$ cat src/rtl/scv_pkg.sv
//==============================================================================
// Module      : scv_pkg
// Description : Shared types and constants for the ROM-init download loader:
//               channel index type, well-known channel numbers, loader FSM
//               state encoding and a small index range helper.
// Revision    : 1.0 - initial release
//==============================================================================
`default_nettype none

package scv_pkg;

    // Channel index width; the loader supports at most eight channels.
    localparam int C_IDX_W   = 3;
    localparam int C_CKSUM_W = 16;

    typedef logic [C_IDX_W-1:0] rominit_idx_t;

    localparam rominit_idx_t ROMIDX_BOOT = 3'd0;
    localparam rominit_idx_t ROMIDX_CHR  = 3'd1;
    localparam rominit_idx_t ROMIDX_APU  = 3'd2;
    localparam rominit_idx_t ROMIDX_CART = 3'd3;

    // Loader FSM encoding.
    typedef enum logic [1:0] {
        ST_IDLE = 2'd0,
        ST_LOAD = 2'd1,
        ST_SKIP = 2'd2,
        ST_FIN  = 2'd3
    } rominit_state_t;

    // True when a download index addresses one of the implemented channels.
    function automatic logic idx_in_range(input logic [7:0] idx, input int nch);
        return (int'(idx) < nch);
    endfunction

endpackage

`default_nettype wire

$ cat src/rtl/rominit_chan.sv
//==============================================================================
// Module      : rominit_chan
// Description : Per-channel byte counter with saturation at the channel
//               capacity, sticky overflow flag and (when ROMINIT_CHECKSUM_EN
//               is defined) a mod-2^16 running checksum of accepted bytes.
// Revision    : 1.0 - initial release
//==============================================================================
`default_nettype none

module rominit_chan
    import scv_pkg::*;
#(
    parameter int          ADDR_W = 25,
    parameter int unsigned MAX    = 32'd33554432
) (
    input  logic              clk,
    input  logic              rst,
    input  logic              i_start,
    input  logic              i_wr,
    output logic              o_accept,
    output logic [ADDR_W-1:0] o_addr,
    output logic              o_overflow
`ifdef ROMINIT_CHECKSUM_EN
    ,
    input  logic [7:0]           i_data,
    output logic [C_CKSUM_W-1:0] o_cksum
`endif
);

    // One extra bit so the counter can hold a capacity of exactly 2**ADDR_W.
    localparam int                C_CNT_W = ADDR_W + 1;
    localparam logic [C_CNT_W-1:0] C_MAX  = C_CNT_W'(MAX);

    logic [C_CNT_W-1:0] r_cnt;
    logic               r_overflow;
    logic               w_full;

    assign w_full     = (r_cnt == C_MAX);
    assign o_accept   = i_wr & ~w_full;
    assign o_addr     = r_cnt[ADDR_W-1:0];
    assign o_overflow = r_overflow;

    // Byte counter: restarts at each load, saturates at capacity and flags
    // any byte that arrives once the channel is full.
    always_ff @(posedge clk) begin
        if (rst) begin
            r_cnt      <= '0;
            r_overflow <= 1'b0;
        end else if (i_start) begin
            r_cnt      <= '0;
            r_overflow <= 1'b0;
        end else if (i_wr) begin
            if (w_full) begin
                r_overflow <= 1'b1;
            end else begin
                r_cnt <= r_cnt + 1'b1;
            end
        end
    end

`ifdef ROMINIT_CHECKSUM_EN
    logic [C_CKSUM_W-1:0] r_cksum;

    assign o_cksum = r_cksum;

    // Running sum of accepted bytes only; dropped bytes do not contribute.
    always_ff @(posedge clk) begin
        if (rst || i_start) begin
            r_cksum <= '0;
        end else if (o_accept) begin
            r_cksum <= r_cksum + C_CKSUM_W'(i_data);
        end
    end
`endif

endmodule

`default_nettype wire

$ cat src/rtl/rominit_loader.sv
//==============================================================================
// Module      : rominit_loader
// Description : Routes a byte-serial download stream into one of NCH ROM
//               channels. Each download selects a channel by index, writes
//               bytes at incrementing addresses one cycle after each strobe,
//               drops bytes beyond the channel capacity and records sticky
//               per-channel LOADED / OVERFLOW flags. Out-of-range indices are
//               consumed silently.
//               Optional feature macro: ROMINIT_CHECKSUM_EN adds the CKSUM
//               output with a per-channel mod-2^16 byte sum.
// Revision    : 1.0 - initial release
//==============================================================================
`default_nettype none

module rominit_loader
    import scv_pkg::*;
#(
    parameter int          NCH            = 4,
    parameter int          ADDR_W         = 25,
    parameter int unsigned MAX_SIZE [NCH] = '{default: 2**ADDR_W}
) (
    input  logic              CLK,
    input  logic              RES,
    input  logic              DL_ACTIVE,
    input  logic [7:0]        DL_INDEX,
    input  logic              DL_WR,
    input  logic [7:0]        DL_DATA,
    output logic [NCH-1:0]    ROMINIT_SEL,
    output logic [ADDR_W-1:0] ROMINIT_ADDR,
    output logic [7:0]        ROMINIT_DATA,
    output logic              ROMINIT_VALID,
    output logic [NCH-1:0]    LOADED,
    output logic [NCH-1:0]    OVERFLOW,
    output logic              BUSY
`ifdef ROMINIT_CHECKSUM_EN
    ,
    output logic [NCH-1:0][C_CKSUM_W-1:0] CKSUM
`endif
);

    rominit_state_t    r_state;
    rominit_state_t    w_state_nxt;

    logic              r_act_q;
    logic [NCH-1:0]    r_sel;
    logic [NCH-1:0]    r_loaded;
    logic              r_valid;
    logic [ADDR_W-1:0] r_addr;
    logic [7:0]        r_data;

    logic              w_rise;
    logic              w_start;
    logic              w_load_wr;
    logic              w_any_acc;
    logic [NCH-1:0]    w_new_oh;
    logic [NCH-1:0]    w_acc;
    logic [NCH-1:0]    w_ovf;
    logic [ADDR_W-1:0] w_chan_addr [NCH];
    logic [ADDR_W-1:0] w_cur_addr;

    // r_act_q resets high so a download still in progress across reset is
    // not mistaken for a fresh start; only a new low-to-high edge counts.
    assign w_rise    = DL_ACTIVE & ~r_act_q;
    assign w_load_wr = (r_state == ST_LOAD) & DL_WR;
    assign w_any_acc = |w_acc;

    assign ROMINIT_SEL   = r_sel;
    assign ROMINIT_ADDR  = r_addr;
    assign ROMINIT_DATA  = r_data;
    assign ROMINIT_VALID = r_valid;
    assign LOADED        = r_loaded;
    assign OVERFLOW      = w_ovf;
    assign BUSY          = (r_state != ST_IDLE);

    // One-hot decode of the requested channel.
    always_comb begin
        w_new_oh = '0;
        for (int i = 0; i < NCH; i++) begin
            w_new_oh[i] = (DL_INDEX == 8'(i));
        end
    end

    // Current write address comes from whichever channel is selected.
    always_comb begin
        w_cur_addr = '0;
        for (int i = 0; i < NCH; i++) begin
            if (r_sel[i]) begin
                w_cur_addr = w_chan_addr[i];
            end
        end
    end

    // FSM state register.
    always_ff @(posedge CLK) begin
        if (RES) begin
            r_state <= ST_IDLE;
        end else begin
            r_state <= w_state_nxt;
        end
    end

    // FSM next-state: start on a rising DL_ACTIVE, end on its fall.
    always_comb begin
        w_state_nxt = r_state;
        w_start     = 1'b0;
        case (r_state)
            ST_IDLE: begin
                if (w_rise) begin
                    if (idx_in_range(DL_INDEX, NCH)) begin
                        w_state_nxt = ST_LOAD;
                        w_start     = 1'b1;
                    end else begin
                        w_state_nxt = ST_SKIP;
                    end
                end
            end
            ST_LOAD: begin
                if (!DL_ACTIVE) begin
                    w_state_nxt = ST_FIN;
                end
            end
            ST_SKIP: begin
                if (!DL_ACTIVE) begin
                    w_state_nxt = ST_IDLE;
                end
            end
            ST_FIN: begin
                w_state_nxt = ST_IDLE;
            end
            default: begin
                w_state_nxt = ST_IDLE;
            end
        endcase
    end

    // Channel select and completion flags. SEL is latched at load start and
    // kept through FIN so the final write (accepted on the falling cycle)
    // still appears with its channel selected; it clears as FIN completes.
    always_ff @(posedge CLK) begin
        if (RES) begin
            r_act_q  <= 1'b1;
            r_sel    <= '0;
            r_loaded <= '0;
        end else begin
            r_act_q <= DL_ACTIVE;
            if (w_start) begin
                r_sel <= w_new_oh;
            end else if (r_state == ST_FIN) begin
                r_sel    <= '0;
                r_loaded <= r_loaded | r_sel;
            end
        end
    end

    // Write port: one registered write per accepted byte, one cycle later.
    always_ff @(posedge CLK) begin
        if (RES) begin
            r_valid <= 1'b0;
            r_addr  <= '0;
            r_data  <= '0;
        end else begin
            r_valid <= w_any_acc;
            if (w_any_acc) begin
                r_addr <= w_cur_addr;
                r_data <= DL_DATA;
            end
        end
    end

    for (genvar gi = 0; gi < NCH; gi++) begin : g_chan
        rominit_chan #(
            .ADDR_W (ADDR_W),
            .MAX    (MAX_SIZE[gi])
        ) u_chan (
            .clk        (CLK),
            .rst        (RES),
            .i_start    (w_start & w_new_oh[gi]),
            .i_wr       (w_load_wr & r_sel[gi]),
            .o_accept   (w_acc[gi]),
            .o_addr     (w_chan_addr[gi]),
            .o_overflow (w_ovf[gi])
`ifdef ROMINIT_CHECKSUM_EN
            ,
            .i_data     (DL_DATA),
            .o_cksum    (CKSUM[gi])
`endif
        );
    end

endmodule

`default_nettype wire

$ cat config.mk
export PLATFORM = sky130hd
export DESIGN_NAME = rominit_loader
export DESIGN_NICKNAME = d
export VERILOG_FILES = /design/src/rtl/scv_pkg.sv /design/src/rtl/rominit_chan.sv /design/src/rtl/rominit_loader.sv
export SDC_FILE = /design/constraint.sdc
export NUM_CORES = 1
export LEC_CHECK = 0
export ABC_AREA = 1
export BUFFER_PORTS_ARGS = -buffer_cell sky130_fd_sc_hd__buf_2
export CAP_MARGIN = 25
export CORE_UTILIZATION = 25
export CTS_BUF_LIST = sky130_fd_sc_hd__clkbuf_2 sky130_fd_sc_hd__clkbuf_4 sky130_fd_sc_hd__clkbuf_8
export DETAILED_ROUTE_END_ITERATION = 8
export PLACE_DENSITY = 0.45
export SYNTH_ARGS = -nofsm -noshare
export SYNTH_HDL_FRONTEND = slang
export SYNTH_SLANG_ARGS = --single-unit
$ cat constraint.sdc
create_clock -name CLK -period 3.45 [get_ports CLK]
set_input_delay 0.69 -clock CLK [delete_from_list [all_inputs] [get_ports CLK]]
set_output_delay 0.69 -clock CLK [all_outputs]
set_load 0.03 [all_outputs]
-- Word level (Yosys, flattened, before mapping)
Cells that the tools add are included.
- add/subtract/negate cells: 4
- multipliers: 0
- div/mod/pow operators: 0
- magnitude comparators: 1
- equality and inequality tests: 13
- shift-type cells: 0
- muxes and demuxes: 14
- bitwise gates (word level): 21
- reductions and logical operators: 19
- operators by type and width (cell ; count):
    26-bit by 1-bit adder with 26-bit output, second input constant ; 4
    26-bit == test, second input constant ; 4
    25-bit two-way mux ; 4
    2-bit AND reduction ; 9
    8-bit by 2-bit == test with 1-bit output, second input constant ; 2
    1-bit bitwise AND ; 14
    8-bit by 1-bit == test with 1-bit output, second input constant ; 1
    8-bit zero test ; 1
    8-bit by 3-bit < comparator with 1-bit output, second input constant ; 1
    2-bit two-way mux ; 4
    4-bit two-way mux ; 2
    2-bit one-hot mux with 4 select lines ; 1
    2-bit OR reduction ; 4
    2-bit != test, second input constant ; 3
    1-bit inverter ; 6
    2-bit == test, second input constant ; 2
    4-bit bitwise OR ; 1
    2-bit nonzero test ; 2
    4-bit OR reduction ; 1
    1-bit two-way mux ; 3
    3-bit AND reduction ; 1
    2-bit by 1-bit == test with 1-bit output, second input constant ; 1
    2-bit zero test ; 1
- flip-flop bits (word level): 153
- bits in latches: 0
- bits in writable memories: 0
- memory bits (read-only): 0
- input port bits: 20
- output and inout bits: 47
- word-level logic and storage cells: 87
- memories kept: 0

-- Longest topological paths before layout
- word-level depth: 6
- gate-level depth with buffers: 13
- mapped depth without buffers: 12

-- By module
A second synthesis with hierarchy kept.
- cell total of the unflattened synthesis: 1692
- area total of the unflattened synthesis: 11048.1 sq um
- by module, submodules not included (module ; instances ; cells an instance ; area each (sq um) ; sequential area each (sq um)):
    rominit_chan ; 4 ; 329 ; 2153.3 ; 540.5
    rominit_loader ; 1 ; 376 ; 2434.8 ; 900.9

-- Least setup slack after synthesis
Ideal clock, no wire load.
- path kind: register to register
- from: reg r_sel[1] (netlist: ROMINIT_SEL[1])
- to: reg g_chan[1].u_chan.r_cnt[11]
- library setup time: 0.116 ns
- arrival time: 1.695 ns
- required time: 3.334 ns
- setup slack: 1.639 ns
- cell stages (with the launch flop): 10
- buffers on the path: 2
- period minus slack after synthesis: 1.811 ns
- cells stage by stage: dfxtp_1 -> buf_2 -> inv_1 -> nor2_4 -> inv_2 -> nor2_4 -> buf_4 -> nand3_1 -> o21ai_0 -> nor2_1
- word-level cells in the longest chain between the ends: 2
- RTL lines (item ; RTL line ; text):
    start, declared ; rominit_loader.sv:45 ; logic [NCH-1:0] r_sel;
    start signal, assigned ; rominit_loader.sv:147 ; r_sel <= w_new_oh;
    1-bit bitwise AND ; rominit_loader.sv:178 ; .i_wr (w_load_wr & r_sel[gi]),
    2-bit AND reduction (no line) ; - ;
    end signal, assigned ; rominit_chan.sv:56 ; r_cnt <= r_cnt + 1'b1;
    end, declared ; rominit_chan.sv:34 ; logic [C_CNT_W-1:0] r_cnt;
Every way passes these cells.
A chain may end at the register's enable or synchronous reset.

-- Final worst setup path
- from: reg g_chan[0].u_chan.r_cnt[0]
- to: reg r_addr[4] (netlist: ROMINIT_ADDR[4])
- word-level cells in the longest chain between the ends: 4
- RTL lines (item ; RTL line ; text):
    start, declared ; rominit_chan.sv:34 ;
    start signal, assigned ; rominit_chan.sv:56 ;
    26-bit == test ; rominit_chan.sv:38 ; assign w_full = (r_cnt == C_MAX);
    1-bit inverter (no line) ; - ;
    1-bit bitwise AND ; rominit_chan.sv:39 ; assign o_accept = i_wr & ~w_full;
    4-bit OR reduction ; rominit_loader.sv:65 ; assign w_any_acc = |w_acc;
    end signal, assigned ; rominit_loader.sv:164 ; r_addr <= w_cur_addr;
    end, declared ; rominit_loader.sv:48 ; logic [ADDR_W-1:0] r_addr;
Every way passes these cells.

==> results.md <==
- Status: complete, no violations
- Highest clock rate: 409.5 MHz
- Reg2reg setup slack: 1.01 ns
- Ys flop type: dfxtp_1
- DRT iter0 DRCs: about 810
- TritonCTS Buffers: 17
- Vias after detailed routing: 9823
- I/O Pins: 67
- Mean post-synth cell area: ~6 um^2
- M1 GR Usage: about a quarter
- Hold slack: about 0.4 ns
- Relative slew slack: ~34%
- Routability Congestion: 0.9109
- Routed WL per cell: 15.31 um
- FF-to-FF End: ROMINIT_ADDR[4]
- Slew at the pin closest to its max-slew limit: ~1 ns
- Final wirelength: about 33000 um
- Die height: 198.4 um
- Most frequent cells after synthesis: nand2_1, nor2_1, dfxtp_1
- GRT Residual Overflow: 0
- Register area share after synthesis: between 30% and 40%
- Initial antenna violation count: 1
- Die area: 39360 um^2
- Routed Antenna Nets: 0
- Setup Crit Path Kind: reg -> reg
- Port bufs: 66
- Clk buf depth: 2
- Placed cell areas: 10330 um^2
- Crit path from: g_chan[0].u_chan.r_cnt[0]
- Hpwl dp: between 20000 and 30000 um
- YS warnings: 0
- Worst IR Drop VDD: 0.2260 mV
- Most Used Layer, Global Route: met2
- Comb pwr share: 2.2%
- Area Growth Syn to Fin: 11.44%
- TritonCTS clock tree: yes
- Largest net degree at the start of global routing: about 50
- Syn nets: about 1600
- Final Util: ~28%
- Final Hold Vio Count: 0
- Die width: slightly below 200 um
- Worst-path fanout max: 33
- Setup bufs post-CTS: 0
- Nets: 1660
- Area leader, netlist: dfxtp_1
- RSZ-0062 raised after global routing: false
- Cell area after layout: ~11000 um^2
- Post_cts resized: 0
- Final Slew Violations: 0
- R2r worst-path depth: 11
- DRC Markers: 0
- #FFs+latches synth: about 150
- Setup violators final: 0
- Cells after Synth: between 1500 and 2000
- Count leader, synth: nand2_1
- Clk_skew: 0.02429 ns
- Leak: roughly 4.4 nW
- Max Cap Violations: 0
- Cell Int Power: approximately 2.5 mW
- Asr flop ratio synth: 0%
- First-pass GRT wire length: 52440 um
- Via density: 4.556
- Clock Latency Late Sink: a little over 0.5 ns
- Post-CTS Hold Fix Bufs: 0
- Yosys top cell area share: 31.76%
- NetSw: approximately 890 uW
- Total GRT Usage: roughly 17%
- Met2 Use GR: ~27%
- Critical Path End Type: flop
- Met3 usage: ~3%
- Clock Root Buffer: clkbuf_8
- Switching Share: 26.62%
- Fin cells: ~2200
- Ant diodes: 0
- CORE AREA: 37840 um^2
- Vias in the first global route: between 9000 and 10000
- Initial Util: 25.48%
- Placed Instances: between 2000 and 2500
- Hold Path Class: in -> reg
- RR Startpoint: g_chan[0].u_chan.r_cnt[0]
- 1st-pass router iterations: 6
- WP data required: between 3 and 4 ns
- Cell row count: about 70
- Tmin final: about 2.4 ns
- Area of the mapped netlist: 9643 um^2
- Cell area power density: 311.9 nW/um^2
- Clk network pwr share: roughly 45%
- Hold Crit Start: DL_DATA[1]
- Number of synthesized flops with an enable pin: 0
- Clk sinks: about 150
- Clock slew seen by the registers of the worst setup and hold paths: approximately 0.11 ns
- Worst hold stages: 3
- Fill cell count: 4395
- Sequential fraction of design power: 52.8%
- H-tree lvl count: 4
- Netlist cell types: 40
- Top cells by area, synth: dfxtp_1, nand2_1, nor2_1
- Crit share post-route: 70.79%
- Critical path startpoint category: flop
- Setup_tns: 0 ns
- Share of cells above drive strength 1: ~11%
- Hold Path Sink: ROMINIT_DATA[1]
- Critical path arrival: around 2.8 ns
worst max-delay path, stage by stage (launching register included):
cell	delay (ns)
dfxtp_1	0.37
inv_1	0.11
ha_1	0.16
nand2_1	0.06
nor2_1	0.11
nand2_1	0.13
nor2_2	0.20
nor2_4	0.10
nor2_4	0.77
nand3_1	0.15
nand2_1	0.10
nor2_1	0.04
sequential cells by signal, summed over array words and instances, names as in the netlist, 2 cells and up:
name / cells
ROMINIT_ADDR: 25
ROMINIT_SEL: 4
g_chan.u_chan.r_cnt: 104
LOADED: 4
g_chan.u_chan.o_overflow: 4
ROMINIT_DATA: 8
r_state: 2
worst max path at each step:
stage                                            end  cells past startpoint
after floorplan           g_chan[1].u_chan.r_cnt[11]                      9
after global placement     g_chan[1].u_chan.r_cnt[4]                      9
after detailed placement   g_chan[1].u_chan.r_cnt[4]                      9
after CTS                            ROMINIT_ADDR[4]                     11
after global routing                ROMINIT_ADDR[23]                     11
final                                ROMINIT_ADDR[4]                     11
cell usage in the layout, fill, tap and decap left out, types with 14 or more instances in the layout:
cell type	count
o21ai_0	45
nor2_1	269
nand3_1	78
nand2_1	516
a21oi_1	106
nand4_1	14
buf_4	16
a22oi_1	25
dfxtp_1	152
buf_2	66
nor3b_1	22
nor3_1	38
xor2_1	26
inv_2	30
clkbuf_8	17
inv_1	146
power groups by stage:
stage / sequential (mW) / combinational, mW / clock, mW
detailed placement: 1.81 / 0.0752 / 0
global placement: 1.81 / 0.0756 / 0
floorplan: 1.81 / 0.0484 / 0
global route: 1.77 / 0.0833 / 1.62
finish: 1.77 / 0.0745 / 1.51
CTS: 1.77 / 0.0754 / 1.55
through the flow:
stage          setup slack, ns  power (mW)
2_1_floorplan            1.639       1.858
3_3_place_gp            0.9788       1.886
3_5_place_dp            0.9433       1.885
4_1_cts                  1.009       3.395
5_1_grt                 0.7709       3.471
6_report                 1.008       3.352
layer usage:
layer | part of all wire [%] | vias up | wire, um
li1 | - | 5073 | -
met1 | 50 | 4488 | 16350
met2 | 43 | 233 | 14270
met3 | 5.2 | 29 | 1721
met4 | 2.1 | 0 | 680
met5 | 0 | - | 0
cells by family after synthesis:
group                    Yosys count  share of synthesized area [%]
XOR/XNOR                          29                          2.634
flip-flops                       153                          31.76
adder cells (fa/ha/maj)            8                          1.038
AO/OA/AOI/OAI                    186                          10.60
buffers and inverters            241                          11.04
AND/OR/NAND/NOR                  978                          42.92
final cells by class:
class / count / area [um^2] / share of cell area, %
clock inverter: 15 / 178.9 / 1.665
timing repair buffer: 82 / 450.4 / 4.191
tap: 511 / 639.4 / 5.949
sequential: 153 / 3064 / 28.51
clock buffer: 17 / 234.0 / 2.177
inverter: 177 / 664.4 / 6.182
multi-input combinational: 1201 / 5515 / 51.32
No activity file was read; power rests on OpenSTA's default activity.
